===== src/rtl/datapath_ctrl.sv =====
// datapath_ctrl: sequencing FSM for the lab datapath (regfile, shifter, ALU, status Z).
// Accepts one 16-bit instruction per s/w handshake into IR, then steps the
// datapath controls cycle by cycle.
// Ports:
//   clk, reset            clock, async active-high reset
//   in[15:0], s           instruction and start request (sampled only in WAIT)
//   w                     ready, high only in WAIT
//   readnum, writenum     register-file read/write addresses
//   write                 register-file write strobe
//   loada/b/c, loads      pipeline and status register loads
//   asel, bsel            A forced to 0 / B from shifter (bsel always 0)
//   vsel[1:0]             write-back source (00 = C, 10 = sximm8)
//   ALUop[1:0], shift[1:0] ALU operation and shifter control
//   sximm8, sximm5        sign-extended IR immediates
//   illegal               one-cycle pulse on an undecodable instruction
module datapath_ctrl (
  input  logic        clk,
  input  logic        reset,
  input  logic [15:0] in,
  input  logic        s,
  output logic        w,
  output logic [2:0]  readnum,
  output logic [2:0]  writenum,
  output logic        write,
  output logic        loada,
  output logic        loadb,
  output logic        loadc,
  output logic        loads,
  output logic        asel,
  output logic        bsel,
  output logic [1:0]  vsel,
  output logic [1:0]  ALUop,
  output logic [1:0]  shift,
  output logic [15:0] sximm8,
  output logic [15:0] sximm5,
  output logic        illegal
);

  localparam int unsigned IW = 16;

  typedef enum logic [2:0] {
    S_WAIT   = 3'd0,
    S_DECODE = 3'd1,
    S_GETA   = 3'd2,
    S_GETB   = 3'd3,
    S_EXEC   = 3'd4,
    S_WREG   = 3'd5,
    S_WIMM   = 3'd6
  } state_t;

  state_t        state;
  state_t        state_next;
  logic [IW-1:0] ir;

  // IR field views
  logic [2:0] opcode;
  logic [1:0] op;
  logic [2:0] rn;
  logic [2:0] rd;
  logic [1:0] sh;
  logic [2:0] rm;

  assign opcode = ir[15:13];
  assign op     = ir[12:11];
  assign rn     = ir[10:8];
  assign rd     = ir[7:5];
  assign sh     = ir[4:3];
  assign rm     = ir[2:0];

  // Instruction classes
  logic is_movi;
  logic is_movr;
  logic is_alu;
  logic is_mvn;
  logic is_cmp;

  assign is_movi = (opcode == 3'b110) && (op == 2'b10);
  assign is_movr = (opcode == 3'b110) && (op == 2'b00);
  assign is_alu  = (opcode == 3'b101);
  assign is_mvn  = is_alu && (op == 2'b11);
  assign is_cmp  = is_alu && (op == 2'b01);

  // State register
  always_ff @(posedge clk or posedge reset) begin
    if (reset) begin
      state <= S_WAIT;
    end else begin
      state <= state_next;
    end
  end

  // Instruction register: loaded only on the accepting edge
  always_ff @(posedge clk or posedge reset) begin
    if (reset) begin
      ir <= '0;
    end else if (state == S_WAIT && s) begin
      ir <= in;
    end
  end

  // Next-state logic
  always_comb begin
    state_next = state;
    case (state)
      S_WAIT:   if (s) state_next = S_DECODE;
      S_DECODE: begin
        if (is_movi)               state_next = S_WIMM;
        else if (is_movr || is_mvn) state_next = S_GETB;
        else if (is_alu)           state_next = S_GETA;
        else                       state_next = S_WAIT;
      end
      S_GETA:   state_next = S_GETB;
      S_GETB:   state_next = S_EXEC;
      S_EXEC:   state_next = is_cmp ? S_WAIT : S_WREG;
      S_WREG:   state_next = S_WAIT;
      S_WIMM:   state_next = S_WAIT;
      default:  state_next = S_WAIT;
    endcase
  end

  // Moore output decode from state and IR
  always_comb begin
    w        = 1'b0;
    readnum  = 3'd0;
    writenum = 3'd0;
    write    = 1'b0;
    loada    = 1'b0;
    loadb    = 1'b0;
    loadc    = 1'b0;
    loads    = 1'b0;
    asel     = 1'b0;
    bsel     = 1'b0;
    vsel     = 2'b00;
    ALUop    = 2'b00;
    shift    = 2'b00;
    illegal  = 1'b0;
    case (state)
      S_WAIT:   w = 1'b1;
      S_DECODE: illegal = !(is_movi || is_movr || is_alu);
      S_GETA: begin
        readnum = rn;
        loada   = 1'b1;
      end
      S_GETB: begin
        readnum = rm;
        loadb   = 1'b1;
        shift   = sh;
      end
      S_EXEC: begin
        shift = sh;
        // MOV reg computes 0 + sh(Rm) through the adder
        ALUop = is_alu ? op : 2'b00;
        asel  = is_movr;
        loads = is_cmp;
        loadc = !is_cmp;
      end
      S_WREG: begin
        writenum = rd;
        vsel     = 2'b00;
        write    = 1'b1;
      end
      S_WIMM: begin
        writenum = rn;
        vsel     = 2'b10;
        write    = 1'b1;
      end
      default: ;
    endcase
  end

  assign sximm8 = {{8{ir[7]}}, ir[7:0]};
  assign sximm5 = {{11{ir[4]}}, ir[4:0]};

endmodule


===== config.mk =====
export PLATFORM = sky130hd
export DESIGN_NAME = datapath_ctrl
export DESIGN_NICKNAME = d
export VERILOG_FILES = /design/src/rtl/datapath_ctrl.sv
export SDC_FILE = /design/constraint.sdc
export NUM_CORES = 1
export LEC_CHECK = 0
export CAP_MARGIN = 5
export CORE_UTILIZATION = 40
export CTS_BUF_LIST = sky130_fd_sc_hd__clkbuf_2
export DETAILED_ROUTE_END_ITERATION = 7
export PLACE_DENSITY = 0.84
export SYNTH_ARGS = -nofsm -noshare
export SYNTH_HDL_FRONTEND = slang
export SYNTH_SLANG_ARGS = --single-unit

===== constraint.sdc =====
create_clock -name clk -period 1.9 [get_ports clk]
set_input_delay 0.38 -clock clk [delete_from_list [all_inputs] [get_ports clk]]
set_output_delay 0.38 -clock clk [all_outputs]
set_load 0.1 [all_outputs]

==> metrics.md <==
| Metric | Value |
|---|---|
| Worst Hold Class | primary input to async pin |
| Period utilization | 110.9% |
| Gpl congestion | 0.9253 |
| Violated checks | setup timing |
| MaxCap Viol Count | 0 |
| Nets | 210 |
| CTS tree | yes |
| Register area share after synthesis | 35.75% |
| Delay of the slowest critical-path stage | 0.47 ns |
| WP data arrival | 1.73 ns |
| Largest net degree at the start of global routing | 20 |
| P&R area growth vs syn | 106.3% |
| Post-synth EDFFs | 0 |
| HPWL after detailed placement | 2904 um |
| Post-synthesis cell type count | 31 |
| First-pass GRT wire length | 6134 um |
| Vias post-DR | 1,193 |
| Share of the synthesized area in the top cell type | 35.75% |
| Fin crit period | 2.106 ns |
| Setup crit start | state[1] |
| Area leader, netlist | dfrtp_1 |
| Starting Density | 42.86% |
| # hold bufs at CTS | 0 |
| CP endpoint kind | output port |
| Reg-to-Reg Start | state[0] |
| Crit Path Category | register to output port |
| Crit path max-delay family | flip-flops |
| Boundary Pins | 72 |
| Die area | 3560 um^2 |
| Initial antenna violation count | 0 |
| Die height | 59.67 um |
| Root buf cell | clkbuf_2 |
| Final wirelength | 4413 um |
| Final Skew | 0.002262 ns |
| Overflow after GRT | 0 |
| Drt pass-1 iters | 4 |
| CP max stage cell | dfrtp_1 |
| Post-Syn Area | 1330 um^2 |
| All-Layer GR Usage | 23.88% |
| Critical Path, Cell by Cell | or3b_4 > a41oi_4 > buf_12 |
| RSZ-0062 raised after global routing | true |
| Max FO, Critical Path | 4 |
| Vias per inst | 5.098 |
| FMAX | 0.4747 GHz |
| Flops & latches, synth | 19 |
| Avg Cell Area, Syn | 10.15 um^2 |
| DRC Markers | 0 |
| Vias in the first global route | 1,249 |
| Startpoint types | register |
| Final setup TNS | -1.630 ns |
| Clock transition at path regs | 0.21 ns |
| Clk sinks | 19 |
| ANT nets after route | 0 |
| Iteration-0 DRC Markers | 19 |
| Required time at the worst-slack endpoint | 1.52 ns |
| Clk Latency, worst-skew pair | 0.33 ns |
| Core box area | 3103 um^2 |
| Slew Viols, Final | 0 |
| CP bufs+invs | 1 |
| Antenna diodes | 0 |
| Ratio of cells with drive above 1 in the final layout | 69.47% |
| Final hold vios | 0 |
| Port Buf Inserts | 69 |
| Status | finished, violations left |
| Routed len/inst | 18.86 um |
| Asr flop ratio synth | 100.0% |
| Cell count after synthesis | 131 |
| Main flop type after synthesis | dfrtp_1 |
| H-Tree Level Count | 1 |
| Die width | 59.67 um |
| Total CTS buffers | 3 |
| Final Setup Violations | 16 |
| Synthesis Warnings | 0 |
| Row cnt | 20 |
| CTS max path bufs | 2 |
| Setup ws final | -0.2065 ns |
| Final Core Density | 88.43% |
| Main area contributors after synthesis | dfrtp_1 (36%), buf_4 (21%), mux2_2 (13%) |
placed cells by master, fill, tap and decap left out, types with 2 or more instances in the layout:
| master | count |
|---|---|
| mux2i_2 | 3 |
| nand2_1 | 2 |
| inv_1 | 3 |
| buf_12 | 52 |
| conb_1 | 2 |
| dfrtp_2 | 2 |
| a22oi_2 | 2 |
| nor2_4 | 8 |
| nor2b_4 | 5 |
| dfrtp_1 | 17 |
| clkdlybuf4s50_1 | 18 |
| o21ai_2 | 2 |
| mux2_2 | 15 |
| and2_4 | 2 |
| clkbuf_2 | 3 |
| buf_6 | 6 |
| nor2_1 | 2 |
| buf_4 | 18 |
cells in the mapped netlist, types with 2 or more instances:
master    number
mux2_2        15
nor3b_1        2
a22oi_1        3
buf_4         38
nand2_1        3
and2_1         3
nand2b_1       3
mux2i_1        4
inv_1          3
nand3_1        2
nor2b_1        5
o21ai_0        3
dfrtp_1       19
nor2_1        11
final timing paths:
path	to	slack (ns)	depth (start not counted)
max	loadc	-0.21	3
min	ir[0]	0.38	3
max reg2reg	ir[8]	0.09	6
min reg2reg	ir[14]	0.60	1
max in group asynchronous	ir[11]	1.30	3
min in group clk	ir[14]	0.60	1
area by class of cell:
class / count / area [um^2]
Timing Repair Buffer: 94 / 1424
Inverter: 3 / 11.26
Clock inverter: 1 / 7.507
Fill cell: 135 / 359.1
Clock buffer: 3 / 15.01
Sequential cell: 19 / 478.0
Tap cell: 44 / 55.05
Multi-Input combinational cell: 70 / 753.2
kinds of logic after synthesis:
group | count (synthesis) | synth area share, %
compound gates | 13 | 8.468
buf+inv | 43 | 23.52
flops | 19 | 35.75
mux | 19 | 15.71
other cells | 1 | 0.2819
simple gates | 36 | 16.28
state kept, by name, indices dropped and copies added, names as in the netlist:
signal / flops
ir: 16
state: 3
metrics by stage:
step / setup slack (ns) / instances / instance area [um^2] / hold slack [ns]
6_report: -0.2065 / 234 / 2744 / 0.3806
5_1_grt: -0.2478 / 234 / 2744 / 0.3842
4_1_cts: -0.1996 / 227 / 2668 / 0.3344
3_5_place_dp: 0.1424 / 216 / 2516 / 0.5457
3_3_place_gp: 0.1950 / 216 / 2516 / 0.5292
2_1_floorplan: -0.3628 / 132 / 1480 / 0.3311
per-layer routing:
layer	global-route usage (%)	part of all wire (%)	vias up
li1	-	-	525
met1	23.70	36	580
met2	43.02	54	74
met3	8.658	6.7	14
met4	12.62	3.3	0
met5	0	0	-
timing repair:
| action | CTS | global route |
|---|---|---|
| buffers inserted | 7 | 7 |
| setup endpoints to repair | 16 | 16 |
| resized for setup | 23 | 7 |
| pin swaps | 5 | 2 |
worst reg2reg max path, cell delays in order (launching register included):
cell and delay (ns):
dfrtp_1 0.47, buf_6 0.15, buf_6 0.12, nor3_4 0.23
and2_1 0.23, buf_12 0.16, mux2_2 0.36
Power is not shown: default switching activity piles up to over one toggle a cycle in this logic, so the estimate is an artifact.
==> RTL edit 1 (same settings) <==
Put a register stage on the outputs `sximm8` and `sximm5`, with the module's reset. The values now appear one clock later. The other outputs are not delayed to match.
--- a/src/rtl/datapath_ctrl.sv
+++ b/src/rtl/datapath_ctrl.sv
@@ -168,8 +168,15 @@
     endcase
   end
 
-  assign sximm8 = {{8{ir[7]}}, ir[7:0]};
-  assign sximm5 = {{11{ir[4]}}, ir[4:0]};
+  always_ff @(posedge clk or posedge reset) begin
+    if (reset) begin
+      sximm8 <= '0;
+      sximm5 <= '0;
+    end else begin
+      sximm8 <= {{8{ir[7]}}, ir[7:0]};
+      sximm5 <= {{11{ir[4]}}, ir[4:0]};
+    end
+  end
 
 endmodule
 
Check against the original RTL: not equivalent (a bounded check fails within 4 cycles, from zero or initial values and one cycle with reset high).
==> RTL edit 1 against the original RTL <==
The run still ends with negative setup slack left; critical path depth stayed put; via count is 4.0% higher; register-to-register slack worse by 0.10 ns; synthesized area is 13% higher; worst setup slack worse by 0.082 ns; cell area is 4.7% higher; routed wire length is 4.8% higher; synthesized cell count is 1.5% lower; die area is 13% higher; sequential cell count is 8 higher; critical path type unchanged.
Power is left out: the tool's default activity adds up to more than one toggle a clock period on the data nets, which glitch-free logic cannot reach.
==> RTL edit 1: results (changes against the original RTL) <==
- Run status: finished with violations
- Failing checks: negative setup slack
- DR WL/cell: 18.6 um (-1.5%)
- Arrival time at the worst endpoint: 1.81 ns (+0.08 ns)
- Worst hold-check path type: in2async
- Worst-path maximum fanout: 7 (+3)
- Post-DP HPWL: 2930 um (+0.83%)
- Pre-CTS worst setup slack: 0.112 ns (-0.0303 ns)
- Seq/Total Area, Yosys: 44.8% (+9.1 points)
- Met1 WL: 1690 um (+6.6%)
- Met2 Resource Use GR: 44.8% (+1.8 points)
- Area contributors post-synth: dfrtp_1 (45%), buf_4 (13%), mux2_4 (10%)
- Post-DP Area: 2520 sq um (about the same)
- Mean Syn Cell Area: 11.7 sq um (+15%)
- Clock slew at reported path FFs: 0.29 ns (+0.08 ns)
- Fillers: 168 (+24%)
- Met2 WL: 2590 um (+8.4%)
- Setup ws final: -0.289 ns (-0.0823 ns)
- Distinct cells, synth: 35 (+13%)
- Biggest regs: ir: 16 flops, sximm5: 4 flops, sximm8: 4 flops
- Layout cells sized above 1: 70.0% (+0.48 points)
- GRT Overall Usage: 22.4% (-1.4 points)
- First-pass GRT wire length: 6890 um (+12%)
- GP Congestion: 0.702 (-24%)
- Pin count of the biggest net entering global routing: 28 (+40%)
- Met1 Use GR: 23.1% (-0.57 points)
- DR iter-0 viols: 21 (+2)
- Met3 usage: 5.62% (-3.0 points)
- DRT Wirelength: 4630 um (+4.8%)
- Final setup viols: 22 (+6)
- Worst-Skew Late Latency: 0.40 ns (+0.07 ns)
- Nets: 223 (+6.2%)
- Routed wl met3: 279 um (-5.7%)
- Via/cell ratio: 4.98 (-2.2%)
- Setup_tns: -4.06 ns (-2.43 ns)
- Vias in the first global route: 1,327 (+6.2%)
## RTL edit 1: cell types whose count changed after synthesis, moves of 2 or more
cell / before / now
mux2_2: 15 / 6
dfrtp_1: 19 / 27
buf_4: 38 / 27
o21ai_0: 3 / 1
nand2_1: 3 / 5
nor2_1: 11 / 13
mux2_4: 0 / 10
nand2b_1: 3 / 1
## RTL edit 1: final timing paths
check | start | endpoint | slack (ns) | cells past startpoint
worst min-delay path | reset | ir[1]$_DFFE_PP0P_ | 0.28 | 3
min in group clk | ir[4]$_DFFE_PP0P_ | sximm8[4]$_DFF_PP0_ | 0.44 | 0
max in group asynchronous | reset | state[1]$_DFFE_PP0P_ | 1.34 | 3
worst max register to register | state[0]$_DFFE_PP0P_ | ir[9]$_DFFE_PP0P_ | -0.01 | 7
worst max-delay path | state[1]$_DFFE_PP0P_ | loads | -0.29 | 3
worst min register to register | ir[4]$_DFFE_PP0P_ | sximm8[4]$_DFF_PP0_ | 0.44 | 0
## RTL edit 1: cell families after synthesis
logic type | share of synthesized area [%]
AO/OA/AOI/OAI | 6.39
buffers and inverters | 17.3
flip-flops | 44.8
multiplexers | 17.1
other | 0.249
AND/OR/NAND/NOR | 14.1
## RTL edit 1: critical path, stage by stage (launching register included)
cell	delay [ns]
dfrtp_2	0.52
or3b_4	0.45
nor3b_4	0.24
buf_12	0.20
## RTL edit 1: cell type report
type / count / share of cell area [%]
sequential: 27 / 23.6
clock inverter: 1 / 0.305
tap: 46 / 2.00
timing repair buffer: 99 / 46.4
inverter: 2 / 0.261
clock buffer: 3 / 0.523
multi-input combinational: 71 / 26.9
## RTL edit 1: repair_timing
item,4_1_cts,5_1_grt
buffers inserted,13,11
cloned,0,1
setup endpoints to repair,18,34
pin swaps,5,7
gates resized for setup,22,13
hold buffers,0,0
==> RTL edit 2 (same settings) <==
Without the edit above. Encoding of `state_t`: now one-hot (7 bits for 7 states).
--- a/src/rtl/datapath_ctrl.sv
+++ b/src/rtl/datapath_ctrl.sv
@@ -38,14 +38,14 @@
 
   localparam int unsigned IW = 16;
 
-  typedef enum logic [2:0] {
-    S_WAIT   = 3'd0,
-    S_DECODE = 3'd1,
-    S_GETA   = 3'd2,
-    S_GETB   = 3'd3,
-    S_EXEC   = 3'd4,
-    S_WREG   = 3'd5,
-    S_WIMM   = 3'd6
+  typedef enum logic [6:0] {
+    S_WAIT   = 7'b0000001,
+    S_DECODE = 7'b0000010,
+    S_GETA   = 7'b0000100,
+    S_GETB   = 7'b0001000,
+    S_EXEC   = 7'b0010000,
+    S_WREG   = 7'b0100000,
+    S_WIMM   = 7'b1000000
   } state_t;
 
   state_t        state;
Formal check against the unedited RTL: no difference found for any inputs over 10 cycles, from zero or initial values and one cycle with reset high; not proved beyond that.
==> RTL edit 2 against the original RTL <==
The flow still finishes with violations (negative setup slack); cell area rose by 9.6%; synthesized area is 13% higher; sequential cell count up 4; sequential share of layout area increased by 1.8 points; worst hold slack got worse by 0.054 ns; worst setup slack worse by 0.31 ns; count of clock-buffer cells in the layout unchanged; non-clock buffer count did not move; routed wire length rose by 29%; die area is 13% higher; critical endpoint is now shift[0].
Power is left out: the tool's default activity adds up to more than one toggle a clock period on the data nets, which glitch-free logic cannot reach.
==> RTL edit 2: results (changes against the original RTL) <==
- Arrival time at the worst endpoint: 2.04 ns (+0.31 ns)
- Met1 Use GR: 32.5% (+8.8 points)
- GRT Overall Usage: 28.5% (+4.7 points)
- Hold Slack: 0.326 ns (-0.0543 ns)
- Run status: finished with violations
- GP Congestion: 0.892 (-3.6%)
- Inst Count DP: 242 (+12%)
- Pre-CTS worst setup slack: -0.149 ns (-0.292 ns)
- First-pass GRT wire length: 8490 um (+38%)
- Worst Skew: 0.00869 ns (+0.00642 ns)
- Seq/Total Area, Yosys: 38.3% (+2.6 points)
- Pin count of the biggest net entering global routing: 16 (-20%)
- Post-DP HPWL: 3650 um (+26%)
- Met3 usage: 3.08% (-5.6 points)
- Area contributors post-synth: dfrtp_1 (37%), buf_4 (17%), mux2_4 (9.0%)
- Final setup viols: 35 (+19)
- Setup ws final: -0.518 ns (-0.312 ns)
- Mean Syn Cell Area: 10.2 sq um (+0.17%)
- Vias in the first global route: 1,499 (+20%)
- Failing checks: negative setup slack
- Layout cells sized above 1: 65.1% (-4.4 points)
- Biggest regs: ir: 16 flops, state: 7 flops
- Distinct cells, synth: 35 (+13%)
- R2R Setup Slk: -0.11 ns (-0.20 ns)
- DR WL/cell: 22.3 um (+18%)
- Clock slew at reported path FFs: 0.25 ns (+0.04 ns)
- Worst flop-to-flop path endpoint: ir[1]$_DFFE_PP0P_
- Reg2reg start: state[5]$_DFFE_PP0P_
RTL edit 2: changes by cell type after synthesis, sizes merged, moves of 2 or more:
cell	delta
nand2b	+2
nor2b	-2
nor4	+6
dfrtp	+3
nand2	+5
buf	-2
mux2i	-4
nor2	+2
a21oi	+3
nor3	+2
a22o	+3
RTL edit 2: per-layer routing:
| metal | up-vias | wire, um |
|---|---|---|
| li1 | 594 | - |
| met1 | 712 | 2100 |
| met2 | 97 | 3020 |
| met3 | 24 | 318 |
| met4 | 0 | 253 |
| met5 | - | 0 |
RTL edit 2: area by class of cell:
cell class | count | area (sq um)
inverters | 3 | 11.3
multi-input cells | 85 | 912
clock inverters | 1 | 7.51
clock buffers | 3 | 15.0
flip-flops and latches | 23 | 579
repair buffers | 94 | 1420
fillers | 149 | 462
well taps | 46 | 57.6
RTL edit 2: kinds of logic after synthesis:
logic type	count (synthesis)	synth area share, %
XOR/XNOR	1	0.582
flip-flops	23	38.3
AO/OA/AOI/OAI	16	6.98
multiplexers	16	14.2
AND/OR/NAND/NOR	49	20.0
buffers and inverters	42	19.7
other	1	0.249
RTL edit 2: critical path, delay by kind of cell (launching register included):
family,cells,cell delay [ns]
flip-flops,1,0.46
AND/OR/NAND/NOR,4,1.03
buffers and inverters,1,0.17
RTL edit 2: metrics by stage:
step	area [sq um]	TNS [ns]	util [%]
detailed placement	2750	-1.98	79.4
global placement	2750	-0.264	79.4
finish	3010	-9.21	86.7
global route	3010	-11.22	86.7
floorplan	1650	-21.07	-
CTS	2940	-6.99	84.9
RTL edit 2: timing repair:
action | CTS | global route
hold buffers | 0 | 0
gates resized for setup | 22 | 8
cloned | 1 | 0
endpoints found under the setup margin | 35 | 35
buffers inserted | 5 | 3
pin swaps | 12 | 5
